`src/rtl/alu_pkg.sv`:
```
// Shared definitions for the execute-stage ALU and its requester arbiter.
//   - EXE_CMD encodings driven on alu_cmd
//   - bit positions of the {n,z,c,v} status nibble
//   - arbiter state encoding (IDLE / LOCK0 / LOCK1)
package alu_pkg;

  localparam logic [3:0] CMD_NOP   = 4'b0000;
  localparam logic [3:0] CMD_MOV   = 4'b0001;
  localparam logic [3:0] CMD_ADD   = 4'b0010;
  localparam logic [3:0] CMD_ADC   = 4'b0011;
  localparam logic [3:0] CMD_SUB   = 4'b0100;
  localparam logic [3:0] CMD_SBC   = 4'b0101;
  localparam logic [3:0] CMD_AND   = 4'b0110;
  localparam logic [3:0] CMD_ORR   = 4'b0111;
  localparam logic [3:0] CMD_EOR   = 4'b1000;
  localparam logic [3:0] CMD_MVN   = 4'b1001;
  localparam logic [3:0] CMD_SORT1 = 4'b1010;
  localparam logic [3:0] CMD_SORT2 = 4'b1011;

  localparam int unsigned STAT_N = 3;
  localparam int unsigned STAT_Z = 2;
  localparam int unsigned STAT_C = 1;
  localparam int unsigned STAT_V = 0;

  typedef enum logic [1:0] {
    ARB_IDLE  = 2'd0,
    ARB_LOCK0 = 2'd1,
    ARB_LOCK1 = 2'd2
  } arb_state_t;

endpackage

```
`src/rtl/alu_arb_grant.sv`:
```
// Grant engine for the two-port ALU arbiter: round-robin pointer, per-requester
// lock state and lock op counter.
//   clk          rising-edge clock
//   rst          asynchronous active-low reset
//   i_rq_valid   request valid, one bit per requester
//   i_rq_lock    keep grant after this op, one bit per requester
//   i_rsp_valid  response register of that requester is occupied
//   i_rsp_ready  consumer takes that response this cycle
//   o_grant      combinational one-hot (or zero) grant
module alu_arb_grant
  import alu_pkg::*;
#(
  parameter int unsigned LOCK_MAX = 4
) (
  input  logic       clk,
  input  logic       rst,
  input  logic [1:0] i_rq_valid,
  input  logic [1:0] i_rq_lock,
  input  logic [1:0] i_rsp_valid,
  input  logic [1:0] i_rsp_ready,
  output logic [1:0] o_grant
);

  localparam int unsigned CW = (LOCK_MAX > 1) ? $clog2(LOCK_MAX) : 1;
  localparam logic [CW-1:0] CNT_LAST = CW'(LOCK_MAX - 1);

  arb_state_t    r_state;
  logic          r_ptr;
  logic [CW-1:0] r_lock_cnt;

  logic [1:0] w_elig;
  logic       w_gside;
  logic       w_owner;

  // A requester may issue while its response slot is free or being drained.
  assign w_elig  = i_rq_valid & (~i_rsp_valid | i_rsp_ready);
  assign w_gside = o_grant[1];
  assign w_owner = (r_state == ARB_LOCK1);

  always_comb begin
    o_grant = '0;
    unique case (r_state)
      ARB_IDLE: begin
        if (&w_elig) o_grant[r_ptr] = 1'b1;
        else         o_grant        = w_elig;
      end
      ARB_LOCK0: o_grant[0] = w_elig[0];
      ARB_LOCK1: o_grant[1] = w_elig[1];
      default:   o_grant    = '0;
    endcase
  end

  always_ff @(posedge clk or negedge rst) begin
    if (!rst) begin
      r_state    <= ARB_IDLE;
      r_ptr      <= 1'b0;
      r_lock_cnt <= '0;
    end else begin
      unique case (r_state)
        ARB_IDLE: begin
          if (|o_grant) begin
            if (i_rq_lock[w_gside] && (LOCK_MAX > 1)) begin
              r_state    <= w_gside ? ARB_LOCK1 : ARB_LOCK0;
              r_lock_cnt <= CW'(1);
            end else begin
              r_ptr <= ~w_gside;
            end
          end
        end
        ARB_LOCK0, ARB_LOCK1: begin
          if (o_grant[w_owner]) begin
            if (i_rq_lock[w_owner] && (r_lock_cnt < CNT_LAST)) begin
              r_lock_cnt <= r_lock_cnt + CW'(1);
            end else begin
              r_state    <= ARB_IDLE;
              r_ptr      <= ~w_owner;
              r_lock_cnt <= '0;
            end
          end else if (!i_rq_valid[w_owner]) begin
            // Owner walked away mid-chain: give the other side the next tie.
            r_state    <= ARB_IDLE;
            r_ptr      <= ~w_owner;
            r_lock_cnt <= '0;
          end
        end
        default: begin
          r_state    <= ARB_IDLE;
          r_lock_cnt <= '0;
        end
      endcase
    end
  end

endmodule

```
`src/rtl/alu_arbiter.sv`:
```
// Shares the single combinational ALU between the EXE stage (port 0) and the
// auxiliary multi-cycle engines (port 1). Round-robin grant with optional
// per-requester lock for atomic op chains; results and status are captured
// into one response register per requester.
//   clk, rst                 clock / asynchronous active-low reset
//   rqX_valid/ready          request handshake (ready = grant)
//   rqX_a, rqX_b, rqX_cmd    operands and EXE_CMD
//   rqX_cin, rqX_lock        carry in, keep grant after this op
//   alu_a/b/cmd/cin          drive to the ALU (all zero when idle)
//   alu_out, alu_status      ALU result and {n,z,c,v}
//   rspX_valid/ready         response handshake
//   rspX_data/status         registered ALU result/status
// Build option ALU_ARB_PERF_EN adds saturating counters perf_grant0,
// perf_grant1 and perf_conflict (CNT_W bits each).
module alu_arbiter
  import alu_pkg::*;
#(
  parameter int unsigned N        = 32,
  parameter int unsigned LOCK_MAX = 4
`ifdef ALU_ARB_PERF_EN
  ,
  parameter int unsigned CNT_W    = 16
`endif
) (
  input  logic         clk,
  input  logic         rst,
  input  logic         rq0_valid,
  output logic         rq0_ready,
  input  logic [N-1:0] rq0_a,
  input  logic [N-1:0] rq0_b,
  input  logic [3:0]   rq0_cmd,
  input  logic         rq0_cin,
  input  logic         rq0_lock,
  input  logic         rq1_valid,
  output logic         rq1_ready,
  input  logic [N-1:0] rq1_a,
  input  logic [N-1:0] rq1_b,
  input  logic [3:0]   rq1_cmd,
  input  logic         rq1_cin,
  input  logic         rq1_lock,
  output logic [N-1:0] alu_a,
  output logic [N-1:0] alu_b,
  output logic [3:0]   alu_cmd,
  output logic         alu_cin,
  input  logic [N-1:0] alu_out,
  input  logic [3:0]   alu_status,
  output logic         rsp0_valid,
  input  logic         rsp0_ready,
  output logic [N-1:0] rsp0_data,
  output logic [3:0]   rsp0_status,
  output logic         rsp1_valid,
  input  logic         rsp1_ready,
  output logic [N-1:0] rsp1_data,
  output logic [3:0]   rsp1_status
`ifdef ALU_ARB_PERF_EN
  ,
  output logic [CNT_W-1:0] perf_grant0,
  output logic [CNT_W-1:0] perf_grant1,
  output logic [CNT_W-1:0] perf_conflict
`endif
);

  logic [1:0]   w_grant;
  logic [1:0]   w_rsp_ready;
  logic [1:0]   r_rsp_valid;
  logic [N-1:0] r_rsp_data   [2];
  logic [3:0]   r_rsp_status [2];

  assign w_rsp_ready = {rsp1_ready, rsp0_ready};

  alu_arb_grant #(
    .LOCK_MAX (LOCK_MAX)
  ) u_grant (
    .clk         (clk),
    .rst         (rst),
    .i_rq_valid  ({rq1_valid, rq0_valid}),
    .i_rq_lock   ({rq1_lock, rq0_lock}),
    .i_rsp_valid (r_rsp_valid),
    .i_rsp_ready (w_rsp_ready),
    .o_grant     (w_grant)
  );

  assign rq0_ready = w_grant[0];
  assign rq1_ready = w_grant[1];

  always_comb begin
    alu_a   = '0;
    alu_b   = '0;
    alu_cmd = CMD_NOP;
    alu_cin = 1'b0;
    if (w_grant[0]) begin
      alu_a   = rq0_a;
      alu_b   = rq0_b;
      alu_cmd = rq0_cmd;
      alu_cin = rq0_cin;
    end else if (w_grant[1]) begin
      alu_a   = rq1_a;
      alu_b   = rq1_b;
      alu_cmd = rq1_cmd;
      alu_cin = rq1_cin;
    end
  end

  // A new accept wins over a drain, so a slot can be emptied and refilled
  // on the same edge.
  always_ff @(posedge clk or negedge rst) begin
    if (!rst) begin
      r_rsp_valid <= '0;
      for (int unsigned i = 0; i < 2; i++) begin
        r_rsp_data[i]   <= '0;
        r_rsp_status[i] <= '0;
      end
    end else begin
      for (int unsigned i = 0; i < 2; i++) begin
        if (w_grant[i]) begin
          r_rsp_data[i]   <= alu_out;
          r_rsp_status[i] <= alu_status;
          r_rsp_valid[i]  <= 1'b1;
        end else if (w_rsp_ready[i]) begin
          r_rsp_valid[i]  <= 1'b0;
        end
      end
    end
  end

  assign rsp0_valid  = r_rsp_valid[0];
  assign rsp0_data   = r_rsp_data[0];
  assign rsp0_status = r_rsp_status[0];
  assign rsp1_valid  = r_rsp_valid[1];
  assign rsp1_data   = r_rsp_data[1];
  assign rsp1_status = r_rsp_status[1];

`ifdef ALU_ARB_PERF_EN
  logic [CNT_W-1:0] r_perf_g0;
  logic [CNT_W-1:0] r_perf_g1;
  logic [CNT_W-1:0] r_perf_cf;
  logic             w_conflict;

  assign w_conflict = rq0_valid & rq1_valid & ~(&w_grant);

  always_ff @(posedge clk or negedge rst) begin
    if (!rst) begin
      r_perf_g0 <= '0;
      r_perf_g1 <= '0;
      r_perf_cf <= '0;
    end else begin
      if (w_grant[0] && (r_perf_g0 != '1)) r_perf_g0 <= r_perf_g0 + CNT_W'(1);
      if (w_grant[1] && (r_perf_g1 != '1)) r_perf_g1 <= r_perf_g1 + CNT_W'(1);
      if (w_conflict && (r_perf_cf != '1)) r_perf_cf <= r_perf_cf + CNT_W'(1);
    end
  end

  assign perf_grant0   = r_perf_g0;
  assign perf_grant1   = r_perf_g1;
  assign perf_conflict = r_perf_cf;
`endif

endmodule

```
`config.mk`:
```
export PLATFORM = sky130hd
export DESIGN_NAME = alu_arbiter
export DESIGN_NICKNAME = d
export VERILOG_FILES = /design/src/rtl/alu_pkg.sv /design/src/rtl/alu_arb_grant.sv /design/src/rtl/alu_arbiter.sv
export SDC_FILE = /design/constraint.sdc
export NUM_CORES = 1
export LEC_CHECK = 0
export ABC_AREA = 0
export BUFFER_PORTS_ARGS = -buffer_cell sky130_fd_sc_hd__buf_4
export CELL_PAD_IN_SITES_DETAIL_PLACEMENT = 1
export CELL_PAD_IN_SITES_GLOBAL_PLACEMENT = 1
export CORE_ASPECT_RATIO = 1.5
export CORE_MARGIN = 2
export CORE_UTILIZATION = 23
export CTS_CLUSTER_DIAMETER = 100
export DETAILED_ROUTE_END_ITERATION = 16
export PLACE_DENSITY_LB_ADDON = 0.1
export RECOVER_POWER = 100
export SLEW_MARGIN = 20
export SYNTH_ARGS = -nofsm -noshare
export SYNTH_HDL_FRONTEND = slang
export SYNTH_SLANG_ARGS = --single-unit
```
`constraint.sdc`:
```
create_clock -name clk -period 2.3 [get_ports clk]
set_input_delay 0.46 -clock clk [delete_from_list [all_inputs] [get_ports clk]]
set_output_delay 0.46 -clock clk [all_outputs]
set_load 0.05 [all_outputs]
```
After elaboration in Yosys (flattened, before gate mapping)
Index checks and enable logic that the tools add are counted.
{"block": "classes", "n_eq_ne": 7, "mux": 43, "order_cmp": 5, "n_bitwise": 5, "reduce_logical": 12, "add_sub_neg": 1}
{"operator": "$mux W32", "count": 4}
{"operator": "$mux W2", "count": 11}
{"operator": "$mux W1", "count": 20}
{"operator": "$mux W4", "count": 2}
{"operator": "$pmux W2 S2", "count": 2}
{"operator": "$lt A1 B2 Y1 const B", "count": 3}
{"operator": "$pmux W1 S2", "count": 3}
{"operator": "$reduce_bool A2 Y1", "count": 3}
{"operator": "$reduce_and A5 Y1", "count": 1}
{"operator": "$ne A2 B1 Y1 const B", "count": 2}
{"operator": "$reduce_and A4 Y1", "count": 1}
{"operator": "$reduce_or A2 Y1", "count": 2}
{"operator": "$ne A3 B2 Y1 const B", "count": 1}
{"operator": "$ne A3 B3 Y1 const B", "count": 1}
{"operator": "$reduce_and A3 Y1", "count": 1}
{"operator": "$add A2 B1 Y2 const B", "count": 1}
{"operator": "$and A2 B2 Y2", "count": 1}
{"operator": "$eq A2 B1 Y1 const B", "count": 1}
{"operator": "$eq A2 B2 Y1 const B", "count": 1}
{"operator": "$logic_and A1 B1 Y1", "count": 2}
{"operator": "$logic_not A2 Y1", "count": 1}
{"operator": "$lt A2 B2 Y1 const B", "count": 1}
{"operator": "$ne A2 B2 Y1 const B", "count": 1}
{"operator": "$not A1 Y1", "count": 2}
{"operator": "other kinds (5)", "count": 5}
{"block": "word_totals", "regBits": 79, "out_inout_bits": 145, "in_bits": 182}

Logic depth before layout (Yosys ltp)
{"block": "depth", "ltp_word": 11, "mapped_depth": 11}

Modules after synthesis
A second synthesis with hierarchy kept.
{"block": "unflattened", "hier_cells": 306, "hier_area_um2": 4030.1}
{"mod": "alu_arbiter", "area_each_um2": 3450.8, "n_inst": 1, "seq_area_each_um2": 1851.8, "cells_each": 247}
{"mod": "alu_arb_grant", "area_each_um2": 579.3, "n_inst": 1, "seq_area_each_um2": 125.1, "cells_each": 59}

Worst setup path after synthesis
OpenSTA, ideal clock, no wires.
{"block": "synth_path", "path_type": "register -> output", "from": "register r_rsp_valid[1]", "to": "output port alu_a[22]", "path_stages_with_launch": 9, "arrival_ps": 2494, "path_buffers": 2, "slack_ps": -654, "required_time_ps": 1840, "cell_sequence": "dfrtp_1 nand2b_4 nand4b_1 or3b_1 buf_6 inv_6 clkbuf_1 nand2_1 nand2_1"}
{"block": "synth_between", "elab_cells_between_ends": 9, "classes_between": "5 x mux; 3 x bitwise; 1 x reduce/logical"}
{"item": "start, declared", "line_no": "alu_arbiter.sv:65", "text": "logic [1:0] r_rsp_valid;"}
{"item": "start signal, assigned", "line_no": "alu_arbiter.sv:108", "text": "r_rsp_valid <= '0;"}
{"item": "start signal, assigned by index", "line_no": "alu_arbiter.sv:118", "text": "r_rsp_valid[i] <= 1'b1;"}
{"item": "start signal, assigned by index", "line_no": "alu_arbiter.sv:120", "text": "r_rsp_valid[i] <= 1'b0;"}
{"item": "$not A2 Y2", "line_no": "alu_arb_grant.sv:36", "text": "assign w_elig = i_rq_valid & (~i_rsp_valid | i_rsp_ready);"}
{"item": "$or A2 B2 Y2", "line_no": "alu_arb_grant.sv:36"}
{"item": "$and A2 B2 Y2", "line_no": "alu_arb_grant.sv:36"}
{"item": "$reduce_and A2 Y1", "line_no": "alu_arb_grant.sv:44", "text": "if (&w_elig) o_grant[r_ptr] = 1'b1;"}
{"item": "$mux W2", "line_no": "alu_arb_grant.sv:44"}
{"item": "$pmux W1 S2", "line_no": "alu_arb_grant.sv:42", "text": "unique case (r_state)"}
{"item": "via rq0_ready", "line_no": "alu_arbiter.sv:28", "text": "output logic rq0_ready,"}
{"item": "$mux W32", "line_no": "alu_arbiter.sv:91", "text": "if (w_grant[0]) begin"}
{"item": "end, declared", "line_no": "alu_arbiter.sv:41", "text": "output logic [N-1:0] alu_a,"}
The timed path passes the listed nets, and every way through them passes these cells.

Worst setup path after layout
{"block": "layout_path", "from": "register u_grant.r_state[0]", "to": "output port alu_b[6]"}
{"block": "layout_between", "elab_chain_len": 4, "elab_cells_between_ends": 7, "classes_between": "2 x eq/ne; 4 x mux; 1 x reduce/logical"}
{"item": "start, declared", "line_no": "alu_arb_grant.sv:27", "text": "arb_state_t r_state;"}
{"item": "start signal, assigned", "line_no": "alu_arb_grant.sv:63", "text": "r_state <= w_gside ? ARB_LOCK1 : ARB_LOCK0;"}
{"item": "$eq A2 B2 Y1 or $logic_not A2 Y1 (tied branches)", "line_no": "alu_arb_grant.sv:42"}
{"item": "$pmux W1 S2", "line_no": "alu_arb_grant.sv:42"}
{"item": "$mux W32", "line_no": "alu_arbiter.sv:96", "text": "end else if (w_grant[1]) begin"}
{"item": "$mux W32 *", "line_no": "alu_arbiter.sv:91"}
{"item": "end, declared", "line_no": "alu_arbiter.sv:42", "text": "output logic [N-1:0] alu_b,"}
Mark *: on every way between the ends. The rest lies on a longest branch, timed or not.

==> impl_metrics.py <==
metrics = {
    "power": {
        "ir_drop_uv": 707,
        "p_comb_frac": 0.736,
        "p_int_w": 0.00695,
        "p_leak_nw": 4.65,
        "pwr-share-clk": 0.105,
        "p_per_area_nw_per_um2": 1660,
        "p_switching_w": 0.00845,
        "seqPwrFrac": 0.159,
        "swShare": 0.549,
    },
    "synth": {
        "synth_edf_count": 0,
        "synthCells": 592,
        "synth_seq_cells": 79,
        "synthArstFlopShare": 1.00,
        "yosysWarnings": 0,
        "synth_nets": 779,
        "yosysSeqAreaShare": 0.470,
        "syn-mean-instance-area_sq_um": 7.11,
        "yosysUniqueCellTypes": 36,
        "syn_area_sq_um": 4210,
        "ys.flop_type": "dfrtp_1",
    },
    "grt": {
        "globalRouteTotalUtil": 0.227,
        "grt_first_pass_wirelength_mm": 33.6,
        "grt_pass1_vias": 5938,
        "antenna_found_initial": 9,
        "grt_max_degree": 40,
        "grt-ovfl-total": 0,
    },
    "cells_and_area": {
        "seqCellArea_sq_um": 1980,
        "syn2layout_area_growth_pct": 121,
        "final_layout_size_suffix_gt1_frac": 0.518,
        "nets": 1150,
        "fillers": 2065,
        "multi_input_area_sq_um": 3000,
        "layout_commonest_cell": "nand2_1",
        "mostFrequentLayoutCells": "262 x nand2_1, 209 x buf_4, 76 x dfrtp_1, 75 x clkbuf_1, 54 x nand2_4",
        "utilization": 0.518,
    },
    "setup_path": {
        "required_ns": 1.84,
        "start_kind": "register",
        "worst_ep_arrival_time_ns": 2.32,
        "path_cells": "buf_6 -> ha_4 -> nand4b_1 -> or3b_4 -> buf_12 -> buf_8 -> nand3_1 -> nand2_2 -> buf_6",
        "r2r_cells": 10,
        "cpMostUsedCell": "buf_6",
        "worstPathMaxFanout": 6,
        "crit_slowest_cell": "dfrtp_1",
        "cp-end-kind": "output port",
        "crit_path_max_incr_delay_ns": 0.41,
        "worstSetupPathType": "register to output port",
    },
    "place": {
        "dp_hpwl_mm": 17.3,
        "portBuffers": 326,
        "dp_slack_ns": -0.178,
        "gp_congestion": 0.823,
    },
    "drt": {
        "drtIter0Drc": 242,
        "via_per_inst": 4.85,
        "drtPass1Iterations": 4,
        "ant_nets": 0,
        "drcViolationCount": 0,
        "finalWirelength_mm": 25.8,
        "routed.top_layer": "met5",
        "wl_per_cell_um": 21.7,
        "wl_met1_mm": 8.77,
        "wl_met3_mm": 2.81,
        "num_vias": 5764,
        "route.met2.wl_mm": 13.2,
    },
    "clock_tree": {
        "htreeDepth": 3,
        "cts_buffers": 9,
        "clock_tree.root_cell": "clkbuf_16",
        "clkLatencyLatePin_ns": 0.34,
        "cts_max_path_buffers": 2,
        "clk_pin_slew_ns": 0.06,
        "cts.sinks": 79,
        "cts_tree": "built",
    },
    "sta": {
        "finalHoldViolCount": 0,
        "tightest_slew_ns": 1.05,
        "holdWs_ns": 0.286,
        "post-route-min-period_ns": 2.78,
        "slew_viol_final": 0,
        "fmax_ghz": 0.360,
        "setup_viol": 76,
        "fin_worst_skew_ns": 0.00719,
        "fin_ws_ns": -0.481,
        "fin_crit_sh": 1.21,
        "slew_headroom": 0.297,
        "rsz0062_at_grt": "true",
    },
    "die": {
        "fp.dieW_um": 114,
        "fp.coreArea_sq_um": 17900,
        "dieArea_sq_um": 19400,
        "die_height_um": 170,
        "io_pins": 327,
        "start_util": 0.235,
        "rows": 60,
    },
    "status": {
        "violations": "negative setup slack",
        "outcome": "complete, but fails checks",
    },
    "run": {
        "max_cap_viol_count": 0,
    },
    "worst_hold_path": {
        "worstHoldPathType": "input port to asynchronous set/reset pin",
    },
}
final timing paths:
check	end	slack (ns)	startpoint
max	alu_b[6]	-0.48	u_grant.r_state[0]
min reg2reg	rsp1_data[20]	0.48	rsp1_data[20]
min	rsp1_data[11]	0.29	rst
max reg2reg	u_grant.r_ptr	-0.28	u_grant.r_state[0]
min in group clk	rsp1_data[28]	0.32	alu_out[28]
max in group asynchronous	rsp0_data[14]	0.44	rst
flip-flops by register name (all words and copies together) (netlist names):
| register | cells |
|---|---|
| rsp0_data | 32 |
| rsp1_data | 32 |
| rsp0_status | 4 |
| rsp1_status | 4 |
| r_rsp_valid | 2 |
| u_grant.r_lock_cnt | 2 |
| u_grant.r_state | 2 |
| u_grant.r_ptr | 1 |
cell families (layout without fill, tap and decap cells):
group                    Yosys count  after routing  synth area share
flip-flops                        79             79             0.470
AND/OR/NAND/NOR                  447            447             0.434
other                              0              4                 0
adder cells (fa/ha/maj)            5              5            0.0149
multiplexers                       2              2           0.00535
buffers and inverters             45            421            0.0467
AO/OA/AOI/OAI                     14             14            0.0294
layer usage:
layer / GRT usage / vias up
li1: - / 2614
met1: 0.244 / 2803
met2: 0.393 / 283
met3: 0.105 / 58
met4: 0.0673 / 6
met5: 0 / -
worst max-delay path: cells and delay by family (launching register included):
| kind | cells | cell delay, ns |
|---|---|---|
| simple gates | 4 | 0.77 |
| buf+inv | 4 | 0.63 |
| flops | 1 | 0.41 |
| fa+ha+maj | 1 | 0.15 |
stage by stage:
| stage | instance area (sq um) | setup TNS [ns] | cells | total power [W] |
|---|---|---|---|---|
| global placement | 7540 | -8.26 | 1125 | 0.0117 |
| CTS | 8570 | -24.92 | 1157 | 0.0146 |
| detailed placement | 7540 | -9.33 | 1125 | 0.0119 |
| floorplan | 4670 | -5.18 | 592 | 0.00872 |
| finish | 9300 | -30.51 | 1189 | 0.0154 |
| global route | 9290 | -34.37 | 1186 | 0.0161 |
layout make-up:
cell class / instances / area share
clock buffer: 11 / 0.0272
multi-input combinational: 468 / 0.322
timing repair inverter: 1 / 0.000942
clock inverter: 5 / 0.00928
timing repair buffer: 398 / 0.393
antenna: 4 / 0.00108
sequential: 79 / 0.213
inverter: 6 / 0.00457
tap: 217 / 0.0292
repair_timing:
action                                  CTS  global route
cloned                                    5            16
buffers inserted                         11            16
resized for setup                       118           131
hold buffers                              0             0
pin swaps                                 1            27
endpoints found under the setup margin   72            78
power by group through the flow:
| stage | clock network (W) | registers [W] | logic (W) |
|---|---|---|---|
| 2_1_floorplan | 0 | 0.00456 | 0.00415 |
| 3_3_place_gp | 0 | 0.00244 | 0.00926 |
| 3_5_place_dp | 0 | 0.00247 | 0.00942 |
| 4_1_cts | 0.00166 | 0.00247 | 0.0105 |
| 5_1_grt | 0.00172 | 0.00254 | 0.0119 |
| 6_report | 0.00162 | 0.00245 | 0.0113 |
synth_stat cells (2+ instances only):
| library cell | number | share of area |
|---|---|---|
| nand3b_1 | 2 | 0.0036 |
| o31ai_1 | 2 | 0.0036 |
| inv_1 | 4 | 0.0036 |
| buf_2 | 12 | 0.014 |
| nand2_1 | 360 | 0.32 |
| a22o_1 | 2 | 0.0042 |
| nor2_1 | 4 | 0.0036 |
| ha_1 | 5 | 0.015 |
| nor2b_1 | 3 | 0.0045 |
| buf_1 | 8 | 0.0071 |
| mux2_1 | 2 | 0.0054 |
| clkbuf_1 | 18 | 0.016 |
| nand3_1 | 69 | 0.082 |
| dfrtp_1 | 79 | 0.47 |
(Power assumes the default switching activity.)
